`src/rtl/ysyx_23060332_ifu_pkg.sv`:
```
//------------------------------------------------------------------------------
// Module  : ysyx_23060332_ifu_pkg
// Brief   : Shared widths, reset constants and IFU state encodings.
// Revision: 1.0
//------------------------------------------------------------------------------
`default_nettype none

package ysyx_23060332_ifu_pkg;

  localparam int unsigned c_inst_bus      = 32;
  localparam int unsigned c_inst_addr_bus = 32;

  localparam logic [c_inst_addr_bus-1:0] c_reset_pc = 32'h8000_0000;
  localparam logic [c_inst_bus-1:0]      c_inst_nop = 32'h0000_0013;

  localparam logic [1:0] c_ifu_req  = 2'd0;
  localparam logic [1:0] c_ifu_wait = 2'd1;
  localparam logic [1:0] c_ifu_out  = 2'd2;

  function automatic logic is_word_aligned(input logic [c_inst_addr_bus-1:0] addr);
    return addr[1:0] == 2'b00;
  endfunction

endpackage

`default_nettype wire

```
`src/rtl/ysyx_23060332_ifu_pc_reg.sv`:
```
//------------------------------------------------------------------------------
// Module  : ysyx_23060332_ifu_pc_reg
// Brief   : PC register with next-PC mux (redirect > pc+4 > hold).
// Revision: 1.0
//------------------------------------------------------------------------------
`default_nettype none

module ysyx_23060332_ifu_pc_reg
  import ysyx_23060332_ifu_pkg::*;
#(
  parameter logic [c_inst_addr_bus-1:0] RESET_PC = c_reset_pc
) (
  input  logic                       clk,
  input  logic                       rst_n,
  input  logic                       i_redirect_valid,
  input  logic [c_inst_addr_bus-1:0] i_redirect_pc,
  input  logic                       i_advance,
  output logic [c_inst_addr_bus-1:0] o_pc,
  output logic [c_inst_addr_bus-1:0] o_pc_next
);

  logic [c_inst_addr_bus-1:0] r_pc;
  logic [c_inst_addr_bus-1:0] w_pc_inc;

  // Natural 32-bit wrap: 0xFFFF_FFFC + 4 becomes 0.
  assign w_pc_inc = r_pc + 32'd4;

  always_comb begin
    o_pc_next = r_pc;
    if (i_redirect_valid) begin
      o_pc_next = i_redirect_pc;
    end else if (i_advance) begin
      o_pc_next = w_pc_inc;
    end
  end

  always_ff @(posedge clk or negedge rst_n) begin
    if (!rst_n) begin
      r_pc <= RESET_PC;
    end else begin
      r_pc <= o_pc_next;
    end
  end

  assign o_pc = r_pc;

endmodule

`default_nettype wire

```
`src/rtl/ysyx_23060332_ifu.sv`:
```
//------------------------------------------------------------------------------
// Module  : ysyx_23060332_ifu
// Brief   : Instruction fetch unit, single outstanding request, redirectable.
// Revision: 1.0
//------------------------------------------------------------------------------
`default_nettype none

module ysyx_23060332_ifu
  import ysyx_23060332_ifu_pkg::*;
#(
  parameter logic [c_inst_addr_bus-1:0] RESET_PC = c_reset_pc,
  parameter logic [c_inst_bus-1:0]      NOP_INST = c_inst_nop
) (
  input  logic                       clk,
  input  logic                       rst_n,
  output logic                       mem_req_valid,
  input  logic                       mem_req_ready,
  output logic [c_inst_addr_bus-1:0] mem_req_addr,
  input  logic                       mem_resp_valid,
  input  logic [c_inst_bus-1:0]      mem_resp_data,
  input  logic                       mem_resp_err,
  output logic                       inst_valid,
  input  logic                       inst_ready,
  output logic [c_inst_bus-1:0]      inst_o,
  output logic [c_inst_addr_bus-1:0] inst_addr,
  output logic                       inst_fault,
  input  logic                       redirect_valid,
  input  logic [c_inst_addr_bus-1:0] redirect_pc
);

  logic [1:0]                 r_state;
  logic [1:0]                 w_state_next;
  logic                       r_drop;
  logic                       w_drop_next;
  logic                       r_req_valid;
  logic [c_inst_bus-1:0]      r_inst;
  logic [c_inst_addr_bus-1:0] r_inst_addr;
  logic                       r_inst_fault;

  logic                       w_advance;
  logic                       w_load_resp;
  logic                       w_load_fault;
  logic                       w_pc_aligned;
  logic [c_inst_addr_bus-1:0] w_pc;
  logic [c_inst_addr_bus-1:0] w_pc_next;

  ysyx_23060332_ifu_pc_reg #(
    .RESET_PC (RESET_PC)
  ) u_pc_reg (
    .clk              (clk),
    .rst_n            (rst_n),
    .i_redirect_valid (redirect_valid),
    .i_redirect_pc    (redirect_pc),
    .i_advance        (w_advance),
    .o_pc             (w_pc),
    .o_pc_next        (w_pc_next)
  );

  assign w_pc_aligned = is_word_aligned(w_pc);

  // State register. The request-valid flag is registered from the next state
  // so it is low throughout reset and rises one cycle after release.
  always_ff @(posedge clk or negedge rst_n) begin
    if (!rst_n) begin
      r_state      <= c_ifu_req;
      r_drop       <= 1'b0;
      r_req_valid  <= 1'b0;
      r_inst       <= NOP_INST;
      r_inst_addr  <= '0;
      r_inst_fault <= 1'b0;
    end else begin
      r_state     <= w_state_next;
      r_drop      <= w_drop_next;
      r_req_valid <= (w_state_next == c_ifu_req) && is_word_aligned(w_pc_next);
      if (w_load_fault) begin
        r_inst       <= NOP_INST;
        r_inst_addr  <= w_pc;
        r_inst_fault <= 1'b1;
      end else if (w_load_resp) begin
        r_inst       <= mem_resp_err ? NOP_INST : mem_resp_data;
        r_inst_addr  <= w_pc;
        r_inst_fault <= mem_resp_err;
      end
    end
  end

  // Next-state logic.
  always_comb begin
    w_state_next = r_state;
    w_drop_next  = r_drop;
    case (r_state)
      c_ifu_req: begin
        if (!w_pc_aligned) begin
          if (!redirect_valid) begin
            w_state_next = c_ifu_out;
          end
        end else if (r_req_valid && mem_req_ready) begin
          w_state_next = c_ifu_wait;
          w_drop_next  = redirect_valid;
        end
      end
      c_ifu_wait: begin
        if (mem_resp_valid) begin
          w_drop_next  = 1'b0;
          w_state_next = (r_drop || redirect_valid) ? c_ifu_req : c_ifu_out;
        end else if (redirect_valid) begin
          w_drop_next = 1'b1;
        end
      end
      c_ifu_out: begin
        if (redirect_valid || inst_ready) begin
          w_state_next = c_ifu_req;
        end
      end
      default: begin
        w_state_next = c_ifu_req;
        w_drop_next  = 1'b0;
      end
    endcase
  end

  // Output logic and datapath enables.
  always_comb begin
    w_advance     = (r_state == c_ifu_out) && inst_ready;
    w_load_fault  = (r_state == c_ifu_req) && !w_pc_aligned && !redirect_valid;
    w_load_resp   = (r_state == c_ifu_wait) && mem_resp_valid && !r_drop && !redirect_valid;
    mem_req_valid = r_req_valid;
    mem_req_addr  = w_pc;
    inst_valid    = (r_state == c_ifu_out);
    inst_o        = r_inst;
    inst_addr     = r_inst_addr;
    inst_fault    = r_inst_fault;
  end

endmodule

`default_nettype wire

```
`config.mk`:
```
export PLATFORM = sky130hd
export DESIGN_NAME = ysyx_23060332_ifu
export DESIGN_NICKNAME = d
export VERILOG_FILES = /design/src/rtl/ysyx_23060332_ifu_pkg.sv /design/src/rtl/ysyx_23060332_ifu_pc_reg.sv /design/src/rtl/ysyx_23060332_ifu.sv
export SDC_FILE = /design/constraint.sdc
export NUM_CORES = 1
export LEC_CHECK = 0
export ABC_AREA = 0
export CELL_PAD_IN_SITES_DETAIL_PLACEMENT = 1
export CELL_PAD_IN_SITES_GLOBAL_PLACEMENT = 1
export CORE_ASPECT_RATIO = 1.1
export CORE_UTILIZATION = 31
export DETAILED_ROUTE_END_ITERATION = 10
export PLACE_DENSITY = 0.76
export SLEW_MARGIN = 15
export SYNTH_ARGS = -nofsm -noshare
export SYNTH_HDL_FRONTEND = slang
export SYNTH_HIERARCHICAL = 1
export SYNTH_SLANG_ARGS = --single-unit
```
`constraint.sdc`:
```
create_clock -name clk -period 2.4 [get_ports clk]
set_input_delay 0.6 -clock clk [delete_from_list [all_inputs] [get_ports clk]]
set_output_delay 0.6 -clock clk [all_outputs]
set_load 0.005 [all_outputs]
```
* Word-level counts from Yosys, hierarchy flattened
Index checks and enable logic that the tools add are counted.
** Operators by class
- Add/sub/neg operators :: 1
- $mul :: 0
- Divide/modulo/power cells :: 0
- Order comparisons :: 0
- Equal/unequal tests :: 5
- Shifts and indexed selects :: 0
- Muxes and demuxes :: 21
- Bitwise operators :: 1
- Reductions and logical operators :: 20
** Operators with widths (number)
- two-way mux 32 bit :: 7
- adder 32 x 3 -> 32 bit, second input constant :: 1
- two-way mux 2 bit :: 6
- logical AND 1 bit :: 8
- logical NOT 2 bit :: 4
- two-way mux 1 bit :: 6
- case mux 2 bit (3 select lines) :: 1
- inequality test 2 bit, second input constant :: 2
- AND reduction 4 bit :: 1
- nonzero test 2 bit :: 2
- logical NOT 1 bit :: 3
- inequality test 3 bit, second input constant :: 1
- case mux 1 bit (3 select lines) :: 1
- == test 2 x 1 -> 1 bit, second input constant :: 1
- == test 2 bit, second input constant :: 1
- logical OR 1 bit :: 2
- NOT 1 bit :: 1
** Storage, ports and cells
- Register bits after elaboration :: 101
- Bits in latches :: 0
- RAM bits :: 0
- ROM bits :: 0
- Output and inout bits :: 99
- Memories kept :: 0

* Longest topological paths before layout
Gate-level depths: netlist (run 1).
- Depth after elaboration :: 6
- Mapped depth :: 8

* Cells and area by module
Netlist (run 1), hierarchy kept.
** Modules (own cells, without submodules)
- ysyx_23060332_ifu :: times used 1, cells each 169, area an instance 2646.3 um^2, sequential area each 1730.4 um^2
- ysyx_23060332_ifu_pc_reg :: times used 1, cells each 209, area an instance 1860.5 um^2, sequential area each 802.0 um^2

* Worst setup path after synthesis (run 1)
No wires, ideal clock.
- Path kind :: register to register
- Start point :: register r_state[1]
- End point :: register u_pc_reg.r_pc[22] (netlist: u_pc_reg/o_pc[22])
- Arrival time :: 2.394 ns
- Data required time :: 2.318 ns
- Slack :: -0.076 ns
- Cell stages (with the launch flop) :: 9
- Period minus slack after synthesis :: 2.476 ns
- Path through :: dfrtp_1 > clkbuf_1 > nor2b_1 > and2_1 > nand4_1 > or3_1 > clkbuf_1 > or4_1 > a31oi_1
** Between the ends
- Longest elaborated chain between the ends :: 3
** RTL lines
- start, declared :: line ysyx_23060332_ifu.sv:31 : logic [1:0] r_state;
- start signal, assigned :: line ysyx_23060332_ifu.sv:65 : r_state <= c_ifu_req;
- start signal, assigned :: line ysyx_23060332_ifu.sv:72 : r_state <= w_state_next;
- == test 2 bit
- named net inst_valid :: line ysyx_23060332_ifu.sv:22 : output logic inst_valid,
- logical AND 1 bit :: line ysyx_23060332_ifu.sv:124 : w_advance = (r_state == c_ifu_out) && inst_ready;
- named net w_advance :: line ysyx_23060332_ifu.sv:40 : logic w_advance;
- nonzero test 2 bit (no line)
- end signal, assigned :: line ysyx_23060332_ifu_pc_reg.sv:41 : r_pc <= o_pc_next;
- end, declared :: line ysyx_23060332_ifu_pc_reg.sv:22 : logic [c_inst_addr_bus-1:0] r_pc;
The timed path passes the listed nets, and every way through them passes these cells.
A chain may end at the register's enable or synchronous reset.

* Final worst setup path (run 1)
- Start point :: register r_state[0]
- End point :: register u_pc_reg.r_pc[25] (netlist: u_pc_reg/o_pc[25])
** Between the ends
- Longest elaborated chain between the ends :: 3
** RTL lines (line)
- == test 2 bit :: ysyx_23060332_ifu.sv:124
- logical AND 1 bit :: ysyx_23060332_ifu.sv:124
- named net w_advance :: ysyx_23060332_ifu.sv:40
- nonzero test 2 bit (no line)
The timed path passes the listed nets, and every way through them passes these cells.

==> run summary, run 1 <==
Mapped Area: 4510 sq um
grt total ovfl: 0
Routed Antenna Nets: 0
EDFF count, synth: 0
Finished Cell Area: 6880 sq um
area fraction of the dominant cell type after synthesis: 53.9%
antenna violations before repair: 1
Slew Limit Fails: 0
synth top area cells: dfrtp_1, mux2_2, a22o_1
Clk Tree Root Cell: clkbuf_16
DPL Wire Length: 10.2 mm
H-tree Lvls: 3
RSZ-0062 raised after global routing: no
initial DRC count: 146
Final period util: 95.5%
Final Hold Fails: 0
Post-layout nets: 635
Setup Skew: 0.00989 ns
Area after DPL: 6540 sq um
area leader, netlist: dfrtp_1
Tmin final: 2.29 ns
Crit Path Category: reg -> reg
Synth Area per Inst: 11.9 sq um
post-synthesis sequential area ratio: 56.2%
drt via density: 5.23
share of cells above drive strength 1: 16.7%
Slew @ Worst Pin: 0.984 ns
CTS Buf Count: 9
chip width: 117 um
peak supply drop: 0.321 mV
CTS Sinks: 101
Hold WC Path Type: in -> async
final wirelength: 14.1 mm
final worst slack: 0.108 ns
first-pass GRT wire length: 22.1 mm
number of global-route vias before repair: 4228
TritonCTS clock tree: done
CP required: 2.68 ns
RD Place Congestion: 0.775
Final Util: 49.1%
GRT Resource Usage Total: 19.3%
die height: 128 um
critical path peak fanout: 7
die area: 15000 sq um
detailed-route DRC error count: 0
Port Buffers: 169
WP data arrival: 2.58 ns
final setup fails: 0
outcome: finished, final reports clean
FF+latch count, synth: 101
core area: 14000 sq um
largest net degree at the start of global routing: 102
crit end category: register
Final Non-Filler Cells: 756
Achievable Freq: 0.436 GHz
Rel. slew slack: 34.3%
max cap viols: 0
row count: 45
Antenna diodes: 0
worst slack, placed: -0.320 ns
Synth-to-Final Area Change: 52.7%
Netlist cell types: 48
post-synthesis cell count: 378
wire per inst: 18.7 um
Leak Pwr: 2.77 nW
Final Power: 4.78 mW
Post-synth top flop: dfrtp_1
dpl cells: 736
syn nets: 450
Async SR Flop Fraction: 100%
Initial Util: 32.1%
Vias: 3955
Worst setup SP type: register
Syn. warnings: 6
clock-pin slew on the worst setup and hold paths: 0.07 ns
DRT Pass-1 Iters: 4
Skew-Pair Late Insertion Delay: 0.35 ns
PwrDens: 695 nW/um^2
clk buf depth: 2
IO Pins: 170
[per-layer routing]
| metal | part of all wire, % | wire, um | GRT usage [%] |
|---|---|---|---|
| met5 | 0.092 | 13 | 0 |
| met4 | 1.8 | 259 | 7.97 |
| met2 | 49 | 6990 | 33.9 |
| met1 | 41 | 5820 | 22.1 |
| met3 | 7.4 | 1050 | 5.09 |
[sequential cells by signal (all words and copies together), names as in the netlist]
| name | count |
|---|---|
| inst_fault | 1 |
| inst_addr | 32 |
| inst_o | 32 |
| mem_req_valid | 1 |
| r_drop | 1 |
| r_state | 2 |
| u_pc_reg/o_pc | 32 |
[synth_stat cells, types with 2 or more instances]
cell / number
o211ai_1: 5
nor2b_1: 3
xnor2_1: 7
o41ai_1: 2
nand3_2: 2
o21ai_0: 15
or2_2: 3
or3_1: 3
inv_1: 6
mux2_2: 26
nand4bb_1: 2
a31oi_1: 12
and2_1: 2
or4_4: 2
or4_2: 3
xor2_1: 5
nand2_1: 30
or4_1: 16
clkbuf_1: 15
a22o_1: 29
nand4_1: 6
buf_6: 5
nand2b_1: 2
nor2_1: 16
o22a_1: 3
buf_2: 4
dfstp_2: 4
nand3_1: 14
mux2_1: 8
o31ai_1: 11
nor4_1: 4
dfrtp_1: 97
[layout by cell type, fill, tap and decap left out, types with 3 or more instances in the layout]
cell | synthesis | layout
clkdlybuf4s50_1 | 0 | 166
dfrtp_1 | 97 | 97
nand2_1 | 30 | 30
a22o_1 | 29 | 29
mux2_2 | 26 | 26
buf_4 | 0 | 25
nor2_1 | 16 | 16
or4_1 | 16 | 16
o21ai_0 | 15 | 15
nand3_1 | 14 | 14
a31oi_1 | 12 | 11
o31ai_1 | 11 | 10
clkbuf_16 | 0 | 9
mux2_1 | 8 | 8
xnor2_1 | 7 | 7
inv_1 | 6 | 6
nand4_1 | 6 | 6
o211ai_1 | 5 | 5
xor2_1 | 5 | 5
dfstp_2 | 4 | 4
buf_12 | 0 | 4
or2_2 | 3 | 3
o22a_1 | 3 | 3
clkbuf_1 | 15 | 3
nor4_1 | 4 | 3
or4_2 | 3 | 3
[worst max-delay path, stage by stage, from the launching register on]
cell	delay, ns
dfrtp_1	0.39
nor2b_2	0.21
and2_4	0.19
nand3_1	0.09
or4_4	0.62
buf_6	0.16
or4_1	0.47
nand3_1	0.09
[cells by family after synthesis]
| logic type | count (synthesis) | share of synthesized area (%) |
|---|---|---|
| AO/OA/AOI/OAI | 83 | 14.2 |
| AND/OR/NAND/NOR | 116 | 14.8 |
| adder cells (fa/ha/maj) | 1 | 0.278 |
| flip-flops | 101 | 56.2 |
| multiplexers | 35 | 8.72 |
| XOR/XNOR | 12 | 2.33 |
| buffers and inverters | 30 | 3.44 |
[where the power goes]
group / switching, mW / leakage [nW] / internal [mW]
combinational: 0.429 / 1.38 / 0.774
sequential: 0.185 / 1.25 / 1.95
clock: 0.637 / 0.133 / 0.809
total: 1.25 / 2.77 / 3.53
[worst paths after layout]
check                              from                 to  slack, ns  cells after the start
setup / recovery             r_state[0]  u_pc_reg/o_pc[25]       0.11                      7
hold / removal                    rst_n         inst_o[17]       0.27                      2
setup reg to reg             r_state[0]  u_pc_reg/o_pc[25]       0.11                      7
hold reg to reg            inst_addr[3]       inst_addr[3]       0.49                      1
max in group asynchronous         rst_n         inst_o[12]       1.64                      2
min in group clk           inst_addr[3]       inst_addr[3]       0.49                      1
[final cells by class]
cell class	count	area (sq um)
Fill cell	1467	7140
Inverter	6	22.5
Clock buffer	12	236
Timing Repair Buffer	198	1960
Multi-Input combinational cell	247	1850
Clock inverter	4	50.0
Tap cell	188	235
Sequential cell	101	2530
[timing repair]
item                                    4_1_cts  5_1_grt
endpoints found under the setup margin        0        5
gates resized for setup                       0        7
setup buffers                                 0        4
hold buffers                                  0        0
[through the flow]
| stage | TNS [ns] | hold WS, ns |
|---|---|---|
| 6_report | 0 | 0.270 |
| 3_3_place_gp | -1.88 | 0.468 |
| 2_1_floorplan | 0 | 0.304 |
| 5_1_grt | 0 | 0.328 |
| 4_1_cts | 0 | 0.338 |
| 3_5_place_dp | -3.19 | 0.475 |
No activity file was read; power rests on OpenSTA's default activity.
==> run 2: changes to the inputs <==
--- a/config.mk
+++ b/config.mk
@@ -9,9 +9,10 @@
 export CELL_PAD_IN_SITES_DETAIL_PLACEMENT = 1
 export CELL_PAD_IN_SITES_GLOBAL_PLACEMENT = 1
 export CORE_ASPECT_RATIO = 1.1
-export CORE_UTILIZATION = 31
+export CORE_UTILIZATION = 32
+export CTS_BUF_LIST = sky130_fd_sc_hd__clkbuf_4
 export DETAILED_ROUTE_END_ITERATION = 10
-export PLACE_DENSITY = 0.76
+export PLACE_DENSITY = 0.78
 export SLEW_MARGIN = 15
 export SYNTH_ARGS = -nofsm -noshare
 export SYNTH_HDL_FRONTEND = slang
==> run 2 against run 1 <==
Clock-buffer cell count down 1. Worst hold slack worse by 0.24 ns. Via count down 1.5%. Register-to-register slack better by 0.08 ns. Critical endpoint is now inst_valid. Critical path type is now reg -> out. Die area down 3.1%. Final area down 2.7%. Power down 11%. Highest routed layer is now met4. Utilization down 0.52 points.
==> run summary, run 2 (synthesized netlist as in run 1, its figures left out) <==
outcome: finished, final reports clean
most frequent cells in the layout: clkdlybuf4s50_1, dfrtp_1, nand2_1, a22o_1, buf_4
final setup fails: 0 (unchanged)
core area: 13800 sq um (-1.6%)
final wirelength: 13.8 mm (-2.0%)
Final Util: 48.6% (-0.52 points)
clk buf depth: 2 (unchanged)
commonest non-fill, non-tap cell in the layout: clkdlybuf4s50_1
final worst slack: 0.135 ns (+0.0268 ns)
Synth-to-Final Area Change: 48.6%
Leak Pwr: 2.69 nW (-2.7%)
chip width: 115 um (-1.5%)
Final Hold Fails: 0 (unchanged)
Achievable Freq: 0.441 GHz (+1.2%)
PwrDens: 632 nW/um^2 (-9.0%)
worst slack, placed: -0.275 ns (+0.0453 ns)
RSZ-0062 raised after global routing: no
peak supply drop: 0.308 mV (-3.9%)
Clk Tree Root Cell: clkbuf_4
Worst setup SP type: register
grt total ovfl: 0 (unchanged)
R2R depth: 6 (-1)
crit end category: primary output
Final period util: 94.4% (-1.1 points)
CTS Buf Count: 9 (unchanged)
IO Pins: 170 (unchanged)
Slew Limit Fails: 0 (unchanged)
share of cells above drive strength 1: 16.5% (-0.18 points)
Rel. slew slack: 39.9% (+5.5 points)
setup bufs post-CTS: 0 (unchanged)
DRT Pass-1 Iters: 4 (unchanged)
RD Place Congestion: 0.783 (+1.0%)
crit path max-delay cell type: clkdlybuf4s50_1
Setup Skew: 0.0183 ns (+0.00844 ns)
Port Buffers: 169 (unchanged)
Hold WC Path Type: in -> async
number of global-route vias before repair: 4214 (-0.33%)
max cap viols: 0 (unchanged)
H-tree Lvls: 3 (unchanged)
Filler cells: 1479 (+0.82%)
clock-pin slew on the worst setup and hold paths: 0.14 ns (+0.07 ns)
CTS Sinks: 101 (unchanged)
Finished Cell Area: 6700 sq um (-2.7%)
detailed-route DRC error count: 0 (unchanged)
WP data arrival: 1.67 ns (-0.91 ns)
Final Non-Filler Cells: 757 (+0.13%)
CP required: 1.80 ns (-0.88 ns)
initial DRC count: 194 (+33%)
die area: 14600 sq um (-3.1%)
antenna violations before repair: 0 (-1)
GRT Resource Usage Total: 19.8% (+0.46 points)
Post-layout nets: 635 (unchanged)
CP Cell Sequence: nor2b_2 > clkdlybuf4s50_1
Skew-Pair Late Insertion Delay: 0.49 ns (+0.14 ns)
Slew @ Worst Pin: 0.901 ns (-0.0828 ns)
critical path peak fanout: 4 (-3)
Tmin final: 2.27 ns (-0.0268 ns)
wire per inst: 18.3 um (-2.2%)
die height: 126 um (-1.6%)
drt via density: 5.15 (-1.6%)
Vias: 3896 (-1.5%)
first-pass GRT wire length: 22.1 mm (+0.25%)
dpl cells: 740 (+0.54%)
Area after DPL: 6560 sq um (+0.27%)
CP max stage delay: 0.56 ns (-0.06 ns)
Initial Util: 32.7% (+0.52 points)
Routed Antenna Nets: 0 (unchanged)
row count: 45 (unchanged)
Crit Path Category: reg -> out
setup_tns: 0 ns (unchanged)
largest net degree at the start of global routing: 51 (-50%)
TritonCTS clock tree: done
DPL Wire Length: 10.3 mm (+1.5%)
-- run 2: power breakdown --
part | internal [mW] | switching [mW]
clock network | 0.335 | 0.576
logic | 0.769 | 0.427
registers | 1.95 | 0.181
-- run 2: repair_timing --
action | 4_1_cts | 5_1_grt
hold buffers | 0 | 0
gates resized for setup | 0 | 1
endpoints found under the setup margin | 0 | 1
-- run 2: cell type report --
type / count / area (sq um) / area share, %
inverter: 6 / 22.5 / 0.336
multi-input combinational: 247 / 1830 / 27.4
clock buffer: 11 / 82.6 / 1.23
tap: 188 / 235 / 3.51
sequential: 101 / 2530 / 37.8
timing repair buffer: 198 / 1940 / 29.0
clock inverter: 5 / 51.3 / 0.766
antenna: 1 / 2.50 / 0.0374
-- run 2: metrics by stage --
step	power [mW]	hold WS [ns]
after floorplan	2.55	0.304
after global placement	3.32	0.470
after detailed placement	3.38	0.476
after CTS	4.30	0.00601
after global routing	4.47	0.0217
final	4.23	0.0260
-- run 2: worst max-delay path: cells and delay by family, from the launching register on --
family,cells,cell delay [ns]
simple gates,1,0.20
flops,1,0.43
buf+inv,1,0.56
-- run 2: worst paths after layout --
check	to	slack, ns	start
max in group asynchronous	inst_o[0]	1.66	rst_n
worst min-delay path	inst_o[16]	0.03	rst_n
worst max register to register	u_pc_reg/o_pc[23]	0.19	r_state[0]
min in group clk	inst_addr[3]	0.50	inst_addr[3]
worst min register to register	inst_addr[3]	0.50	inst_addr[3]
worst max-delay path	inst_valid	0.13	r_state[0]
-- run 2: metal layers --
metal  routed length (um)  GRT usage, %  up-vias
met3                 1110          5.97       11
met5                    0             0        -
li1                     -             -     1781
met4                  196          7.18        0
met1                 5590          22.7     1968
met2                 6950          34.4      136
